### config.mk
export PLATFORM = sky130hd
export DESIGN_NAME = timer_ctrl_flat
export DESIGN_NICKNAME = d
export VERILOG_FILES = /design/src/rtl/timer_ctrl_if.sv /design/src/rtl/timer_ctrl.sv /design/src/flat_wrapper.sv
export SDC_FILE = /design/constraint.sdc
export NUM_CORES = 1
export LEC_CHECK = 0
export ABC_AREA = 1
export CAP_MARGIN = 10
export CORE_MARGIN = 2
export CORE_UTILIZATION = 40
export CTS_CLUSTER_DIAMETER = 60
export DETAILED_ROUTE_END_ITERATION = 10
export PLACE_DENSITY = 0.67
export SYNTH_ARGS = -nofsm -noshare
export SYNTH_HDL_FRONTEND = slang
export SYNTH_SLANG_ARGS = --single-unit
export TNS_END_PERCENT = 30
### constraint.sdc
create_clock -name clk_out -period 2 [get_ports clk_out]
set_clock_uncertainty 0.2 [all_clocks]
set_input_delay 0.2 -clock clk_out [delete_from_list [all_inputs] [get_ports clk_out]]
set_output_delay 0.2 -clock clk_out [all_outputs]
set_load 0.02 [all_outputs]
### src/rtl/timer_ctrl_if.sv
// Button pulses and live counter digits in; BCD preset, load strobe, count mode and alarm out.
interface timer_ctrl_if;
    logic       btn_set;
    logic       btn_inc;
    logic       btn_start;
    logic [3:0] cnt_min1;
    logic [3:0] cnt_min0;
    logic [3:0] cnt_sec1;
    logic [3:0] cnt_sec0;
    logic [3:0] in_min1;
    logic [3:0] in_min0;
    logic [3:0] in_sec1;
    logic [3:0] in_sec0;
    logic       switch;
    logic [1:0] alu;
    logic       alarm;
    logic [2:0] state_o;

    modport master (
        output btn_set, btn_inc, btn_start,
        output cnt_min1, cnt_min0, cnt_sec1, cnt_sec0,
        input  in_min1, in_min0, in_sec1, in_sec0,
        input  switch, alu, alarm, state_o
    );

    modport slave (
        input  btn_set, btn_inc, btn_start,
        input  cnt_min1, cnt_min0, cnt_sec1, cnt_sec0,
        output in_min1, in_min0, in_sec1, in_sec0,
        output switch, alu, alarm, state_o
    );
endinterface

### src/rtl/timer_ctrl.sv
// Timer control FSM: button pulses -> BCD preset, load strobe, count mode, alarm; one-edge latency,
// alu reacts combinationally to the counters reaching 00:00; no backpressure, every pulse acts or is dropped.
module timer_ctrl #(
    parameter int ALARM_TICKS  = 10,
    parameter int MAX_MIN_TENS = 5
) (
    input  logic         clk_out,
    input  logic         rst,
    timer_ctrl_if.slave  bus
);

    localparam logic [2:0] ST_IDLE    = 3'd0;
    localparam logic [2:0] ST_SET_MIN = 3'd1;
    localparam logic [2:0] ST_SET_SEC = 3'd2;
    localparam logic [2:0] ST_RUN     = 3'd3;
    localparam logic [2:0] ST_PAUSE   = 3'd4;
    localparam logic [2:0] ST_DONE    = 3'd5;

    localparam logic [3:0] MIN_TENS_MAX = 4'(MAX_MIN_TENS);
    localparam logic [3:0] SEC_TENS_MAX = 4'd5;
    localparam logic [7:0] ALARM_LAST   = 8'(ALARM_TICKS - 1);

    logic [2:0] r_state;
    logic [2:0] w_state_nxt;
    logic [3:0] r_min1;
    logic [3:0] r_min0;
    logic [3:0] r_sec1;
    logic [3:0] r_sec0;
    logic [3:0] w_min1_nxt;
    logic [3:0] w_min0_nxt;
    logic [3:0] w_sec1_nxt;
    logic [3:0] w_sec0_nxt;
    logic [7:0] r_alarm_cnt;
    logic [7:0] w_alarm_cnt_nxt;
    logic       r_alarm;

    logic       w_zero_det;
    logic       w_set;
    logic       w_start;
    logic       w_inc;
    logic       w_any_btn;

    assign w_zero_det = (bus.cnt_min1 == 4'd0) && (bus.cnt_min0 == 4'd0) &&
                        (bus.cnt_sec1 == 4'd0) && (bus.cnt_sec0 == 4'd0);

    // Coincident pulses: set beats start beats inc; losers are simply dropped.
    assign w_set     = bus.btn_set;
    assign w_start   = bus.btn_start & ~bus.btn_set;
    assign w_inc     = bus.btn_inc & ~bus.btn_set & ~bus.btn_start;
    assign w_any_btn = bus.btn_set | bus.btn_start | bus.btn_inc;

    always_comb begin
        w_state_nxt     = r_state;
        w_min1_nxt      = r_min1;
        w_min0_nxt      = r_min0;
        w_sec1_nxt      = r_sec1;
        w_sec0_nxt      = r_sec0;
        w_alarm_cnt_nxt = 8'd0;

        case (r_state)
            ST_IDLE: begin
                if (w_set) begin
                    w_state_nxt = ST_SET_MIN;
                end else if (w_start && !w_zero_det) begin
                    w_state_nxt = ST_RUN;
                end
            end

            ST_SET_MIN: begin
                if (w_set) begin
                    w_state_nxt = ST_SET_SEC;
                end else if (w_inc) begin
                    // Upset (non-BCD) digits are scrubbed to 0 instead of incremented.
                    if (r_min1 > 4'd9 || r_min0 > 4'd9) begin
                        if (r_min1 > 4'd9) w_min1_nxt = 4'd0;
                        if (r_min0 > 4'd9) w_min0_nxt = 4'd0;
                    end else if (r_min0 == 4'd9) begin
                        w_min0_nxt = 4'd0;
                        w_min1_nxt = (r_min1 >= MIN_TENS_MAX) ? 4'd0 : r_min1 + 4'd1;
                    end else begin
                        w_min0_nxt = r_min0 + 4'd1;
                    end
                end
            end

            ST_SET_SEC: begin
                if (w_set) begin
                    w_state_nxt = ST_IDLE;
                end else if (w_inc) begin
                    if (r_sec1 > 4'd9 || r_sec0 > 4'd9) begin
                        if (r_sec1 > 4'd9) w_sec1_nxt = 4'd0;
                        if (r_sec0 > 4'd9) w_sec0_nxt = 4'd0;
                    end else if (r_sec0 == 4'd9) begin
                        w_sec0_nxt = 4'd0;
                        w_sec1_nxt = (r_sec1 >= SEC_TENS_MAX) ? 4'd0 : r_sec1 + 4'd1;
                    end else begin
                        w_sec0_nxt = r_sec0 + 4'd1;
                    end
                end
            end

            ST_RUN: begin
                // Reaching zero wins over a pause request so the alarm is never lost.
                if (w_zero_det) begin
                    w_state_nxt = ST_DONE;
                end else if (w_start) begin
                    w_state_nxt = ST_PAUSE;
                end
            end

            ST_PAUSE: begin
                if (w_set) begin
                    w_state_nxt = ST_SET_MIN;
                end else if (w_start && !w_zero_det) begin
                    w_state_nxt = ST_RUN;
                end
            end

            ST_DONE: begin
                if (w_any_btn || r_alarm_cnt == ALARM_LAST) begin
                    w_state_nxt = ST_IDLE;
                end else begin
                    w_alarm_cnt_nxt = r_alarm_cnt + 8'd1;
                end
            end

            default: begin
                w_state_nxt = ST_IDLE;
            end
        endcase
    end

    always_ff @(posedge clk_out or posedge rst) begin
        if (rst) begin
            r_state     <= ST_IDLE;
            r_min1      <= 4'd0;
            r_min0      <= 4'd0;
            r_sec1      <= 4'd0;
            r_sec0      <= 4'd0;
            r_alarm_cnt <= 8'd0;
            r_alarm     <= 1'b0;
        end else begin
            r_state     <= w_state_nxt;
            r_min1      <= w_min1_nxt;
            r_min0      <= w_min0_nxt;
            r_sec1      <= w_sec1_nxt;
            r_sec0      <= w_sec0_nxt;
            r_alarm_cnt <= w_alarm_cnt_nxt;
            r_alarm     <= (w_state_nxt == ST_DONE);
        end
    end

    assign bus.in_min1 = r_min1;
    assign bus.in_min0 = r_min0;
    assign bus.in_sec1 = r_sec1;
    assign bus.in_sec0 = r_sec0;
    assign bus.switch  = (r_state == ST_SET_MIN) || (r_state == ST_SET_SEC);
    // Combinational so counting stops in the very cycle the digits hit 00:00.
    assign bus.alu     = (r_state == ST_RUN && !w_zero_det) ? 2'b01 : 2'b00;
    assign bus.alarm   = r_alarm;
    assign bus.state_o = r_state;

endmodule

### src/flat_wrapper.sv
// flat-port wrapper written by rule: the top's interface ports become plain ports
module timer_ctrl_flat 
#(
    parameter int ALARM_TICKS  = 10,
    parameter int MAX_MIN_TENS = 5
)
  (clk_out, rst, bus_btn_set, bus_btn_inc, bus_btn_start, bus_cnt_min1, bus_cnt_min0, bus_cnt_sec1, bus_cnt_sec0, bus_in_min1, bus_in_min0, bus_in_sec1, bus_in_sec0, bus_switch, bus_alu, bus_alarm, bus_state_o);
  timer_ctrl_if bus_i ();
  input  logic clk_out;
  input  logic rst;
  input wire logic [$bits(bus_i.btn_set)-1:0] bus_btn_set;
  input wire logic [$bits(bus_i.btn_inc)-1:0] bus_btn_inc;
  input wire logic [$bits(bus_i.btn_start)-1:0] bus_btn_start;
  input wire logic [$bits(bus_i.cnt_min1)-1:0] bus_cnt_min1;
  input wire logic [$bits(bus_i.cnt_min0)-1:0] bus_cnt_min0;
  input wire logic [$bits(bus_i.cnt_sec1)-1:0] bus_cnt_sec1;
  input wire logic [$bits(bus_i.cnt_sec0)-1:0] bus_cnt_sec0;
  output wire logic [$bits(bus_i.in_min1)-1:0] bus_in_min1;
  output wire logic [$bits(bus_i.in_min0)-1:0] bus_in_min0;
  output wire logic [$bits(bus_i.in_sec1)-1:0] bus_in_sec1;
  output wire logic [$bits(bus_i.in_sec0)-1:0] bus_in_sec0;
  output wire logic [$bits(bus_i.switch)-1:0] bus_switch;
  output wire logic [$bits(bus_i.alu)-1:0] bus_alu;
  output wire logic [$bits(bus_i.alarm)-1:0] bus_alarm;
  output wire logic [$bits(bus_i.state_o)-1:0] bus_state_o;
  assign bus_i.btn_set = bus_btn_set;
  assign bus_i.btn_inc = bus_btn_inc;
  assign bus_i.btn_start = bus_btn_start;
  assign bus_i.cnt_min1 = bus_cnt_min1;
  assign bus_i.cnt_min0 = bus_cnt_min0;
  assign bus_i.cnt_sec1 = bus_cnt_sec1;
  assign bus_i.cnt_sec0 = bus_cnt_sec0;
  assign bus_in_min1 = bus_i.in_min1;
  assign bus_in_min0 = bus_i.in_min0;
  assign bus_in_sec1 = bus_i.in_sec1;
  assign bus_in_sec0 = bus_i.in_sec0;
  assign bus_switch = bus_i.switch;
  assign bus_alu = bus_i.alu;
  assign bus_alarm = bus_i.alarm;
  assign bus_state_o = bus_i.state_o;
  timer_ctrl #(.ALARM_TICKS(ALARM_TICKS), .MAX_MIN_TENS(MAX_MIN_TENS)) u_core (.clk_out(clk_out), .rst(rst), .bus(bus_i));
endmodule
Word level (Yosys, flattened, before mapping)
Cells that the tools add are included.
Word-level totals
  output and inout bits: 23
  register bits after elaboration: 28
  input port bits: 21
  word-level logic and storage cells: 85
Operators by class
  reductions and logical operators: 22
  add/sub/neg operators: 5
  bitwise logic cells: 7
  multiplexer cells: 25
  equal/unequal tests: 13
  order comparisons: 6
Operators by type and width (number)
  $mux 4: 14
  $mux 3: 7
  $add 4x1->4 const B: 4
  $gt 4x4->1 const B: 4
  $logic_not 4->1: 4
  $mux 8: 2
  $pmux 3 s5: 1
  $reduce_and 5->1: 2
  $eq 3x3->1 const B: 3
  $add 8x1->8 const B: 1
  $eq 4x4->1 const B: 2
  $eq 8x4->1 const B: 1
  $ge 4x3->1 const B: 2
  $ne 2x1->1 const B: 4
  $reduce_and 4->1: 2
  $eq 3x2->1 const B: 2
  $logic_and 1x1->1: 5
  $logic_or 1x1->1: 4
  $reduce_bool 2->1: 2
  $and 1x1->1: 3
  $eq 3x1->1 const B: 1
  $logic_not 3->1: 1
  $not 1->1: 2
  $or 1x1->1: 2
  other kinds (3): 3

Depth between registers and ports, before layout
  depth in word-level cells: 10
  depth in mapped cells: 11
  depth with buffers taken out: 10

Least setup slack after synthesis
Ideal clock, no wire load.
  path type: register -> output
  start point: register u_core.r_state[1], in the netlist u_core.bus.state_o[1]
  end point: output bus_alu[0]
  slack: 0.162 ns
  buffers on the path: 0
  arrival: 1.438 ns
  stages on the path, launching flop included: 4
  data required time: 1.600 ns
  cell sequence: dfrtp_1 inv_1 nor3_1 a21boi_0
On the way
  cells in the longest elaborated chain, start to end: 3
RTL lines
  from (decl): line timer_ctrl.sv:23  | logic [2:0] r_state;
  from (signal assigned): line timer_ctrl.sv:143  | r_state <= w_state_nxt;
  $eq 3x2->1: line timer_ctrl.sv:159  | assign bus.alu = (r_state == ST_RUN && !w_zero_det) ? 2'b01 : 2'b00;
  $logic_and 1x1->1: line timer_ctrl.sv:159
  $mux 1: line timer_ctrl.sv:159
  to (decl): line flat_wrapper.sv:23  | output wire logic [$bits(bus_i.alu)-1:0] bus_alu;
Every way passes these cells.

Final worst setup path
  start point: register u_core.r_state[2], in the netlist u_core.bus.state_o[2]
  end point: output bus_alu[0]
The elaborated chain is that of the path after synthesis.

==> results.cfg <==
[drt]
wire_per_inst_um = 10.6
drt_iter0_drc = 64
num_vias = 1592
dr.pass1.iters = 4
drt-total-wl_um = 3510
viasPerCell = 4.80
antenna_left = 0
remaining_drc_errors = 0

[global_routing]
grt_util_met1_pct = 18.1
antenna_found_initial = 0
grt_pass1_wl_um = 6240
grt_use_total_pct = 15.2
use_met3_pct = 2.74
first_global_vias = 1566
grt.busiest_layer = met2
met2_usage_pct = 27.3
grt_max_degree = 29
grt_overflow = 0

[clocking]
cts.clk_slew.worst_paths_ns = 0.09
cts_tree = done
numCtsBuffers = 3
clkLatencyLatePin_ns = 0.27
ctsHtreeMaxLevel = 1
ctsHoldBuffers = 0
ctsRootBufferMaster = clkbuf_8
cts.sinks = 28
cts_setup_buffers = 0
cts_buffer_depth = 2
ctsResizeCount = 2

[status]
outcome = complete, no violations

[logic_synthesis]
muxShareOfSynthArea_pct = 0
synth-xor-area-share_pct = 2.48
synth_fa_ha_area_share_pct = 5.67
synth-seq-cells = 28
syn_nets = 262
yosys_warnings = 0
yosys.area_share.simple_pct = 31.1
postSynthCellCount = 233
synth_cell_types = 28
netlist_area_um2 = 1770
synth_compound_area_share_pct = 12.0
synth_top_family_by_area = simple AND/OR/NAND/NOR gates
ys_seq_area_share_pct = 39.7
syn_avg_cell_area_um2 = 7.58

[place]
dp_hpwl_um = 2740
gp_congestion = 0.757
placed_cell_area_um2 = 2260
portBuffers = 42

[floorplan]
coreArea_um2 = 4290
ioPinCount = 44
die-height_um = 70.5
num_rows = 24
dieWidth_um = 70.5
dieArea_um2 = 4960
initial_utilization_pct = 41.1

[power]
powerDensity_nw_per_um2 = 1070
power_uw = 2470
vdd_drop_max_mv = 0.442
p_leak_uw = 0.00105

[finish]
fin_area_um2 = 2310
fillers = 420
antenna_cells = 0
syn_to_final_growth_pct = 30.7
final_nets = 310
drive_gt1_share_pct = 10.7

[critical_path]
end_kind = output port
criticalPathCategory = reg2out
cp_max_fo = 3
worstPathRequired_ns = 1.60
start_kind = flop
cp.arrival_ns = 1.45
r2r_slack_ns = 0.18

[min_path]
hp-class = in2async

[run]
maxCapViolations = 0

[sta]
hold_viol = 0
rsz0062_at_grt = false
setup_viol = 0
fin_crit_sh_pct = 92.7
finalCriticalPeriod_ns = 1.85
slew_violations = 0
tns_ns = 0
fmax_ghz = 0.539
==> worst paths after layout <==
kind | to | startpoint | depth (start not counted)
hold reg to reg | u_core.r_alarm_cnt[7] | u_core.r_alarm_cnt[7] | 1
max in group asynchronous | u_core.bus.in_sec0[0] | rst | 3
min in group clk_out | u_core.r_alarm_cnt[7] | u_core.r_alarm_cnt[7] | 1
hold / removal | u_core.bus.in_min1[2] | rst | 3
setup / recovery | bus_alu[0] | u_core.bus.state_o[2] | 3
setup reg to reg | u_core.bus.in_sec0[0] | u_core.bus.in_sec1[0] | 7
==> area by class of cell <==
| class | instances | area (um2) | area share (%) |
|---|---|---|---|
| inverter | 37 | 139 | 6.02 |
| sequential | 28 | 701 | 30.4 |
| timing repair buffer | 45 | 440 | 19.1 |
| clock buffer | 4 | 55.1 | 2.38 |
| tap | 52 | 65.1 | 2.82 |
| multi-input combinational | 166 | 908 | 39.3 |
==> flip-flops by register name, indices dropped and copies added, names as in the netlist <==
signal,flops
u_core.bus.in_sec1,4
u_core.bus.in_min0,4
u_core.bus.state_o,3
u_core.bus.in_min1,4
u_core.bus.in_sec0,4
u_core.bus.alarm,1
u_core.r_alarm_cnt,8
==> routing by layer <==
layer	wire [um]	part of all wire, %
met5	0	0
met4	55	1.6
met3	97	2.8
met2	1700	48
met1	1660	47
==> kinds of logic after synthesis <==
group	Yosys count
other	1
buffers and inverters	39
adders and majority gates	8
AOI/OAI and AO/OA	35
xor gates and xnor gates	5
and+or+nand+nor	117
DFF	28
==> cells in the mapped netlist <==
cell type / instances / area share (%)
nand2_2: 3 / 1.1
nor2_4: 2 / 1.3
nand2_1: 41 / 8.7
nand3_2: 3 / 1.7
a21oi_1: 9 / 2.5
o21ai_0: 9 / 2.5
inv_2: 7 / 1.5
o21ai_1: 9 / 2.5
conb_1: 1 / 0.21
o21ai_4: 1 / 0.92
o21ai_2: 2 / 0.99
ha_1: 8 / 5.7
o21bai_1: 1 / 0.43
dfrtp_1: 28 / 40
nor2_1: 25 / 5.3
buf_6: 1 / 0.64
o21a_1: 1 / 0.43
buf_4: 1 / 0.43
o31ai_1: 1 / 0.43
and2_1: 2 / 0.71
o31ai_2: 1 / 0.71
xor2_1: 5 / 2.5
a21boi_0: 1 / 0.43
inv_1: 30 / 6.4
nand3_1: 24 / 6.8
nand4_1: 6 / 2.1
nor3_1: 7 / 2.0
nor2_2: 4 / 1.4
==> cells in the final DEF (no fill, tap or decap) <==
master and count:
nand3_2 3, and2_1 2, o31ai_1 1, o21a_1 1, nor3_1 7, clkbuf_8 4
o21ai_1 9, nand4_1 6, o21bai_1 1, nor2_2 4, buf_4 3, a21oi_1 9
inv_1 30, clkdlybuf4s50_1 40, nand2_2 3, conb_1 1, o21ai_4 1, inv_2 7
xor2_1 5, dlygate4sd2_1 1, nor2_4 2, o21ai_2 2, o31ai_2 1, ha_1 8
dfrtp_1 28, a21boi_0 1, dlygate4sd1_1 1, nor2_1 25, nand3_1 24, o21ai_0 9
nand2_1 41
==> stage by stage <==
| step | hold slack, ns | worst slack [ns] | cells | utilization (%) |
|---|---|---|---|---|
| 2_1_floorplan | 0.0654 | 0.162 | 233 | - |
| 3_3_place_gp | 0.255 | 0.0335 | 328 | 52.5 |
| 3_5_place_dp | 0.271 | -0.000343 | 328 | 52.5 |
| 4_1_cts | 0.103 | 0.0843 | 332 | 53.8 |
| 5_1_grt | 0.139 | 0.000896 | 332 | 53.8 |
| 6_report | 0.0858 | 0.146 | 332 | 53.8 |
==> worst max-delay path: stages, from the launching register on <==
cell           delay [ns]
dfrtp_1              0.41
nor3_1               0.25
a21boi_0             0.19
dlygate4sd1_1        0.34
==> report_power, final <==
group | total (uW) | internal [uW] | switching [uW]
sequential | 881 | 700 | 181
combinational | 1250 | 551 | 696
clock | 341 | 176 | 165
total | 2470 | 1430 | 1040
No activity file was read; power rests on OpenSTA's default activity.
